[src/rtl/mult_share_arbiter_pkg.sv]
// Shared types and defaults for the shared-multiplier arbiter: tag layout,
// channel-width derivation and default operand widths.
package mult_share_arbiter_pkg;

    localparam int DEF_WIDTH_A = 24;
    localparam int DEF_WIDTH_B = 18;
    localparam int CH_W_MAX    = 4;

    // Channel index width; never below one bit so a tag always carries a channel field.
    function automatic int ch_width(input int n);
        if (n <= 2) begin
            return 1;
        end else begin
            return $clog2(n);
        end
    endfunction

    // Valid must stay the MSB: the delay line reports occupancy from that bit.
    typedef struct packed {
        logic                valid;
        logic [CH_W_MAX-1:0] ch;
    } tag_t;

    localparam int TAG_W = $bits(tag_t);

endpackage

[src/rtl/mult_share_arbiter_tag_delay_line.sv]
// Fixed-depth shift register with synchronous flush; reports which stages hold
// an entry whose MSB (valid flag) is set.
module tag_delay_line #(
    parameter int DEPTH = 1,
    parameter int W     = 5
) (
    input  logic             clk_i,
    input  logic             flush_i,
    input  logic [W-1:0]     din_i,
    output logic [W-1:0]     dout_o,
    output logic [DEPTH-1:0] live_o
);

    logic [W-1:0] stage_q [DEPTH];
    logic [W-1:0] stage_d [DEPTH];

    // Next-state: new entry at stage 0, everything else moves one stage on.
    always_comb begin
        stage_d[0] = din_i;
        for (int i = 1; i < DEPTH; i++) begin
            stage_d[i] = stage_q[i-1];
        end
    end

    // Stage registers, cleared by flush.
    always_ff @(posedge clk_i) begin
        if (flush_i) begin
            for (int i = 0; i < DEPTH; i++) begin
                stage_q[i] <= {W{1'b0}};
            end
        end else begin
            for (int i = 0; i < DEPTH; i++) begin
                stage_q[i] <= stage_d[i];
            end
        end
    end

    // Output tap and per-stage occupancy.
    always_comb begin
        dout_o = stage_q[DEPTH-1];
        for (int i = 0; i < DEPTH; i++) begin
            live_o[i] = stage_q[i][W-1];
        end
    end

endmodule

[src/rtl/mult_share_arbiter.sv]
// Round-robin time-sharing of one pipelined signed multiplier between N_CH
// requesters; channel tags ride alongside the multiplier so products return home.
module mult_share_arbiter
    import mult_share_arbiter_pkg::*;
#(
    parameter  int N_CH        = 4,
    parameter  int WIDTH_A     = DEF_WIDTH_A,
    parameter  int WIDTH_B     = DEF_WIDTH_B,
    parameter  int MUL_LATENCY = 1,
    localparam int CH_W        = ch_width(N_CH)
) (
    input  logic                      clk_i,
    input  logic                      rst_i,
    input  logic                      enable_i,
    input  logic [N_CH-1:0]           req_valid_i,
    output logic [N_CH-1:0]           req_ready_o,
    input  logic [N_CH*WIDTH_A-1:0]   req_a_i,
    input  logic [N_CH*WIDTH_B-1:0]   req_b_i,
    output logic [WIDTH_A-1:0]        mul_a_o,
    output logic [WIDTH_B-1:0]        mul_b_o,
    input  logic [WIDTH_A+WIDTH_B-1:0] mul_c_i,
    output logic [N_CH-1:0]           res_valid_o,
    output logic [WIDTH_A+WIDTH_B-1:0] res_data_o,
    output logic [CH_W-1:0]           res_ch_o,
    output logic                      busy_o,
    output logic [31:0]               issue_count_o
);

    localparam int P_W = WIDTH_A + WIDTH_B;

    logic [CH_W-1:0]        last_q, last_d;
    logic [CH_W-1:0]        cand_s, gnt_idx_s;
    logic                   gnt_found_s, hs_s;
    logic [WIDTH_A-1:0]     mul_a_q, mul_a_d;
    logic [WIDTH_B-1:0]     mul_b_q, mul_b_d;
    tag_t                   issue_tag_q, issue_tag_d, pipe_out_s;
    logic [TAG_W-1:0]       pipe_out_raw_s;
    logic [MUL_LATENCY-1:0] pipe_live_s;
    logic [N_CH-1:0]        res_valid_q, res_valid_d;
    logic [P_W-1:0]         res_data_q, res_data_d;
    logic [CH_W-1:0]        res_ch_q, res_ch_d;
    logic                   busy_q, busy_d;
    logic [31:0]            count_q, count_d;

    // Round-robin search starting just after the last granted channel.
    always_comb begin
        gnt_found_s = 1'b0;
        gnt_idx_s   = last_q;
        cand_s      = last_q;
        for (int off = 1; off <= N_CH; off++) begin
            cand_s = CH_W'((int'(last_q) + off) % N_CH);
            if (!gnt_found_s && req_valid_i[cand_s] && enable_i && !rst_i) begin
                gnt_found_s = 1'b1;
                gnt_idx_s   = cand_s;
            end else begin
                gnt_found_s = gnt_found_s;
            end
        end
    end

    // One-hot grant vector.
    always_comb begin
        req_ready_o = {N_CH{1'b0}};
        if (gnt_found_s) begin
            req_ready_o[gnt_idx_s] = 1'b1;
        end else begin
            req_ready_o = {N_CH{1'b0}};
        end
    end

    assign hs_s = |(req_ready_o & req_valid_i);

    // Issue stage: capture operands and launch a tag on a handshake.
    always_comb begin
        mul_a_d     = mul_a_q;
        mul_b_d     = mul_b_q;
        issue_tag_d = tag_t'({TAG_W{1'b0}});
        last_d      = last_q;
        count_d     = count_q;
        if (hs_s) begin
            mul_a_d           = req_a_i[gnt_idx_s*WIDTH_A +: WIDTH_A];
            mul_b_d           = req_b_i[gnt_idx_s*WIDTH_B +: WIDTH_B];
            issue_tag_d.valid = 1'b1;
            issue_tag_d.ch    = CH_W_MAX'(gnt_idx_s);
            last_d            = gnt_idx_s;
            count_d           = count_q + 32'd1;
        end else begin
            issue_tag_d.valid = 1'b0;
        end
    end

    // The delay line matches the multiplier latency behind the operand register.
    tag_delay_line #(
        .DEPTH (MUL_LATENCY),
        .W     (TAG_W)
    ) u_tag_pipe (
        .clk_i   (clk_i),
        .flush_i (rst_i),
        .din_i   (issue_tag_q),
        .dout_o  (pipe_out_raw_s),
        .live_o  (pipe_live_s)
    );

    assign pipe_out_s = tag_t'(pipe_out_raw_s);

    // Return stage: steer the product to its channel; data/channel hold otherwise.
    always_comb begin
        res_valid_d = {N_CH{1'b0}};
        res_data_d  = res_data_q;
        res_ch_d    = res_ch_q;
        if (pipe_out_s.valid) begin
            res_valid_d[CH_W'(pipe_out_s.ch)] = 1'b1;
            res_data_d                        = mul_c_i;
            res_ch_d                          = CH_W'(pipe_out_s.ch);
        end else begin
            res_valid_d = {N_CH{1'b0}};
        end
    end

    // Busy reflects every tag that will be in flight after this edge.
    always_comb begin
        busy_d = issue_tag_d.valid | issue_tag_q.valid | (|pipe_live_s);
    end

    // State registers.
    always_ff @(posedge clk_i) begin
        if (rst_i) begin
            last_q      <= CH_W'(N_CH - 1);
            mul_a_q     <= {WIDTH_A{1'b0}};
            mul_b_q     <= {WIDTH_B{1'b0}};
            issue_tag_q <= tag_t'({TAG_W{1'b0}});
            res_valid_q <= {N_CH{1'b0}};
            res_data_q  <= {P_W{1'b0}};
            res_ch_q    <= {CH_W{1'b0}};
            busy_q      <= 1'b0;
            count_q     <= 32'd0;
        end else begin
            last_q      <= last_d;
            mul_a_q     <= mul_a_d;
            mul_b_q     <= mul_b_d;
            issue_tag_q <= issue_tag_d;
            res_valid_q <= res_valid_d;
            res_data_q  <= res_data_d;
            res_ch_q    <= res_ch_d;
            busy_q      <= busy_d;
            count_q     <= count_d;
        end
    end

    assign mul_a_o       = mul_a_q;
    assign mul_b_o       = mul_b_q;
    assign res_valid_o   = res_valid_q;
    assign res_data_o    = res_data_q;
    assign res_ch_o      = res_ch_q;
    assign busy_o        = busy_q;
    assign issue_count_o = count_q;

endmodule

[config.mk]
export PLATFORM = sky130hd
export DESIGN_NAME = mult_share_arbiter
export DESIGN_NICKNAME = d
export VERILOG_FILES = /design/src/rtl/mult_share_arbiter_pkg.sv /design/src/rtl/mult_share_arbiter_tag_delay_line.sv /design/src/rtl/mult_share_arbiter.sv
export SDC_FILE = /design/constraint.sdc
export NUM_CORES = 1
export LEC_CHECK = 0
export CORE_ASPECT_RATIO = 0.8
export CORE_MARGIN = 5
export CORE_UTILIZATION = 23
export DETAILED_ROUTE_END_ITERATION = 10
export PLACE_DENSITY = 0.57
export REMOVE_ABC_BUFFERS = 1
export SKIP_LAST_GASP = 1
export SLEW_MARGIN = 10
export SYNTH_ARGS = -nofsm -noshare
export SYNTH_HDL_FRONTEND = slang
export SYNTH_SLANG_ARGS = --single-unit
export TNS_END_PERCENT = 1
[constraint.sdc]
create_clock -name clk_i -period 6 [get_ports clk_i]
set_input_delay 1.2 -clock clk_i [delete_from_list [all_inputs] [get_ports clk_i]]
set_output_delay 1.2 -clock clk_i [all_outputs]
set_load 0.01 [all_outputs]
# After elaboration in Yosys (flattened, before gate mapping)

Memories as Yosys holds them, arrays and structs flattened.
Index checks and enable logic that the tools add are counted.

Output and inout bits: 127
Memory bits (writable): 5
Input bits: 217
Memories kept: 1
Register bits: 130

Reductions and logical operators: 21
Multipliers: 2
$lt $le $gt $ge: 8
Add/sub/neg operators: 5
Mux-type cells: 27
Bitwise gates (word level): 5
Shift operators: 2

Memory list:

| memory             | depth | bits a word | read ports | clocked after Yosys merged registers in | wr ports | line                                    | source |
|---|---|---|---|---|---|---|---|
| u_tag_pipe.stage_q | 1     | 5           | 1          | 0                                       | 1        | mult_share_arbiter_tag_delay_line.sv:14 | `logic [W-1:0] stage_q [DEPTH];` |

Operators with widths:

| kind                    | number |
|---|---|
| $shiftx A96 B8 Y24      | 1 |
| $shiftx A72 B8 Y18      | 1 |
| $add A32 B1 Y32 const B | 1 |
| $lt A2 B3 Y1 const B    | 6 |
| $mux W1                 | 15 |
| $logic_and A1 B1 Y1     | 13 |
| $bmux W1 S2             | 4 |
| $mux W2                 | 4 |
| $mul A2 B4 Y6 const B   | 1 |
| $mux W5                 | 1 |
| $reduce_or A5 Y1        | 1 |
| $add A2 B1 Y2 const B   | 2 |
| $add A2 B2 Y2 const B   | 2 |
| $and A4 B4 Y4           | 1 |
| $demux W1 S2            | 2 |
| $ge A2 B1 Y1 const B    | 2 |
| $logic_not A1 Y1        | 4 |
| $mul A2 B2 Y4 const B   | 1 |
| $mux W4                 | 1 |
| $reduce_or A2 Y1        | 2 |
| $reduce_or A4 Y1        | 1 |
| $not A1 Y1              | 2 |
| $or A1 B1 Y1            | 2 |

# Longest topological paths before layout

Word-level depth: 31
Gate-level depth with buffers: 9
Depth with buffers taken out: 6

# Cells and area by module

Synthesis repeated with hierarchy kept, for this count alone.

Cell total of the unflattened synthesis: 968
Area total of the unflattened synthesis: 7604.8 um^2

By module, submodules not included:

| module             | cells an instance | times used | area each (um^2) | seq. area each (um^2) |
|---|---|---|---|---|
| mult_share_arbiter | 957               | 1          | 7465.9           | 2562.5 |
| tag_delay_line     | 11                | 1          | 138.9            | 100.1 |

# Worst setup path before layout

OpenSTA, ideal clock, no wires.

Path kind: input to output
From: input req_valid_i[1]
To: output req_ready_o[2]
Slack: 2.013 ns
Stages on the path: 7
Buffers on the path: 2
Data required time: 4.800 ns
Arrival: 2.787 ns
Path through: or4_1 > nand2_1 > inv_1 > nand2b_1 > clkbuf_1 > clkbuf_1 > nor2_1

Longest elaborated chain between the ends: 25
Elaborated cells on any way between the ends: 36
Classes of those cells: 2 x order compare; 19 x mux; 15 x reduce/logical

RTL lines:

| what                                                                      | line                     | source |
|---|---|---|
| start: declaration                                                        | mult_share_arbiter.sv:15 | `input logic [N_CH-1:0] req_valid_i,` |
| $bmux W1 S2                                                               | mult_share_arbiter.sv:52 | `if (!gnt_found_s && req_valid_i[cand_s] && enable_i && !rst_i) begin` |
| $mux W1 (implied by the code)                                             | mult_share_arbiter.sv:52 |  |
| $logic_and A1 B1 Y1 (2 in a row)                                          | mult_share_arbiter.sv:52 |  |
| $mux W1                                                                   | mult_share_arbiter.sv:52 |  |
| $logic_not A1 Y1                                                          | mult_share_arbiter.sv:52 |  |
| $logic_and A1 B1 Y1 (3 in a row)                                          | mult_share_arbiter.sv:52 |  |
| $mux W1                                                                   | mult_share_arbiter.sv:52 |  |
| $logic_not A1 Y1                                                          | mult_share_arbiter.sv:52 |  |
| (+4 left out)                                                             | n/a                      |  |
| $logic_not A1 Y1                                                          | mult_share_arbiter.sv:52 |  |
| $logic_and A1 B1 Y1 (3 in a row)                                          | mult_share_arbiter.sv:52 |  |
| $mux W2                                                                   | mult_share_arbiter.sv:52 |  |
| $lt A2 B3 Y1 (implied by the code) / $ge A2 B1 Y1 (equally long branches) | mult_share_arbiter.sv:65 | `req_ready_o[gnt_idx_s] = 1'b1;` |
| $logic_and A1 B1 Y1 (implied by the code)                                 | mult_share_arbiter.sv:65 |  |
| $mux W1 (implied by the code)                                             | mult_share_arbiter.sv:65 |  |
| $demux W1 S2                                                              | mult_share_arbiter.sv:65 |  |
| $mux W4 (*)                                                               | mult_share_arbiter.sv:64 | `if (gnt_found_s) begin` |
| end: declaration                                                          | mult_share_arbiter.sv:16 | `output logic [N_CH-1:0] req_ready_o,` |

Mark *: on every way between the ends. The rest lies on a longest branch, timed or not. The select of a mux whose other input is x is not followed.

# Final worst setup path

From: input req_valid_i[3]
To: output req_ready_o[3]

Same word-level chain as after synthesis.

==> impl_metrics.py <==
metrics = {
    "yosys": {
        "syn_inst": 957,
        "yosys.area.top_type_share": 0.349,
        "synth_commonest_cells": "nand2_1, dfxtp_1, mux2i_1",
        "async_flop_share": 0,
        "post-synth-top-count-cell": "nand2_1",
        "synth-seq-area-share": 0.349,
        "synth_area_per_cell_um2": 7.85,
        "ys.flop_type": "dfxtp_1",
        "synth_largest_area_cell": "dfxtp_1",
        "syn_area_um2": 7510,
        "yosys_warnings": 0,
        "synth-seq-cells": 131,
        "ys_types": 44,
        "synth_edf_count": 0,
        "synth_area_leaders": "dfxtp_1, mux2i_1, nand2_1",
    },
    "grt": {
        "grtUsageTotal": 0.170,
        "grt_pass1_vias": 8343,
        "antenna_found_initial": 3,
        "grt_max_degree": 85,
        "grt_pass1_wl_um": 48600,
        "grt_overflow": 0,
    },
    "cts": {
        "root_buffer": "clkbuf_16",
        "numCtsBuffers": 17,
        "postCtsSetupRepairBufs": 0,
        "clk_path_buf_depth": 2,
        "cts_tree": "built",
        "h-tree-depth": 4,
        "path_clk_slew_ns": 0.07,
        "postCtsResizedCells": 0,
        "clk_latency_ns": 0.42,
        "cts_hold_repair.buffers": 0,
        "cts_sinks": 131,
    },
    "sta": {
        "max_freq_mhz": 192,
        "skew_ns": 0.0116,
        "setup_viol": 0,
        "min_period_ns": 5.20,
        "worst-slew-pin-transition_ns": 1.04,
        "maxSlewViolCount": 0,
        "min_period_over_period": 0.866,
        "slew_headroom": 0.304,
        "rsz0062_at_grt": "no",
        "tns_ns": 0,
        "hold_violations": 0,
    },
    "floorplanning": {
        "die_x_um": 212,
        "num_rows": 59,
        "initial_core_util": 0.232,
        "fp.dieH_um": 172,
        "die_area_um2": 36400,
        "ios": 344,
        "core_um2": 32400,
    },
    "critical_path": {
        "cp-start-kind": "primary input",
        "worstPathRequired_ns": 4.80,
        "endpoint_kind": "output port",
        "crit_path_max_fanout": 28,
        "critPathKind": "primary input to output port",
        "cp.arrival_ns": 4.00,
    },
    "power_and_ir_drop": {
        "ir_drop_mv": 0.163,
        "p_int_mw": 1.85,
        "power_frac_comb": 0.226,
        "powerDensity_nw_per_um2": 220,
        "p_leak_nw": 4.29,
        "p_seq_frac": 0.359,
        "clkPwrFrac": 0.415,
        "total_power_mw": 2.63,
        "swShare": 0.295,
        "switchingPower_uw": 775,
    },
    "final_layout": {
        "nets": 1466,
        "syn_to_final_growth_pct": 59.0,
        "drive_above_1_share": 0.0555,
        "fillers": 3399,
        "seqCellArea_um2": 2630,
        "multiInputGateArea_um2": 4590,
    },
    "detailed_routing": {
        "via_per_inst": 4.94,
        "vias": 8350,
        "post_drt_wl_per_cell_um": 19.0,
        "antenna_left": 0,
        "first_pass_iters": 5,
        "routed_wirelength_um": 32200,
        "drtIter0Drc": 494,
        "post-route-drc-count": 0,
    },
    "outcome": {
        "status": "completed",
    },
    "place": {
        "port_buffers": 343,
        "hpwl_um": 22800,
        "routabilityCongestion": 0.782,
    },
    "min_path": {
        "hold_class": "flop to flop",
    },
    "job": {
        "cap_violations": 0,
    },
}
[critical path, stage by stage]
cell	delay (ns)
clkdlybuf4s50_1	0.57
nand4bb_4	0.68
nand2_1	0.27
o211ai_1	0.14
buf_4	0.20
nor2_1	0.31
clkdlybuf4s50_1	0.61
[path summary, 6_finish.rpt]
path                  start                  endpoint  slack, ns  cells after the start
max          req_valid_i[3]            req_ready_o[3]       0.80                      7
min          issue_tag_q[1]  u_tag_pipe.stage_q[0][1]       0.44                      1
min reg2reg  issue_tag_q[1]  u_tag_pipe.stage_q[0][1]       0.44                      1
max reg2reg       last_q[0]                mul_a_o[3]       2.40                      8
[stage by stage]
step	util	worst slack (ns)	hold WS (ns)	std cells	cell area, µm²
final	0.369	0.803	0.437	1689	11900
after global routing	0.369	0.646	0.454	1688	11900
after CTS	0.369	0.755	0.440	1688	11900
after detailed placement	0.350	0.764	0.423	1656	11400
after global placement	0.350	0.795	0.425	1656	11400
after floorplan	-	-2.39	0.414	866	7150
[power by group through the flow]
| stage | clock, mW | combinational (mW) | sequential (mW) |
|---|---|---|---|
| 3_3_place_gp | 0 | 0.594 | 0.961 |
| 6_report | 1.09 | 0.595 | 0.943 |
| 4_1_cts | 1.14 | 0.602 | 0.943 |
| 5_1_grt | 1.17 | 0.646 | 0.948 |
| 3_5_place_dp | 0 | 0.601 | 0.962 |
| 2_1_floorplan | 0 | 0.227 | 0.986 |
[layout make-up]
type                    count  area share
clock inverters            15      0.0141
well taps                 427      0.0447
diodes                      1    0.000209
repair buffers            363       0.300
flip-flops and latches    131       0.220
multi-input cells         730       0.385
inverters                   5     0.00157
clock buffers              17      0.0356
[flip-flops by register name, summed over array words and instances, names as in the netlist]
register / count
issue_count_o: 32
res_ch_o: 2
res_valid_o: 4
last_q: 2
issue_tag_q: 3
busy_o: 1
mul_b_o: 18
res_data_o: 42
u_tag_pipe.stage_q: 3
mul_a_o: 24
[cell families (layout without fill, tap and decap cells)]
group                    after synthesis  after routing  synth area share
AO/OA/AOI/OAI                        198            198             0.186
XOR/XNOR                              23             23            0.0268
adder cells (fa/ha/maj)                1              1           0.00166
buffers and inverters                 96            400            0.0506
flip-flops                           131            131             0.349
multiplexers                          85             85             0.113
other                                  0              1                 0
AND/OR/NAND/NOR                      423            423             0.273
[per-layer routing]
metal	global-route usage	vias to the layer above	share of wire
met5	0	-	0.00075
met4	0.0409	4	0.016
met3	0.0698	40	0.10
met2	0.283	335	0.46
met1	0.205	3886	0.42
li1	-	4085	-
[cell usage in the layout (no fill, tap or decap), drive strengths merged, types with 43 or more instances in the layout]
master	instances
clkdlybuf4s50	342
nand2	187
dfxtp	131
mux2i	85
nor2	78
a21oi	55
nand3	50
and4	45
o31ai	44
o211ai	43
Note: power is estimated with default switching activity, not from simulation.
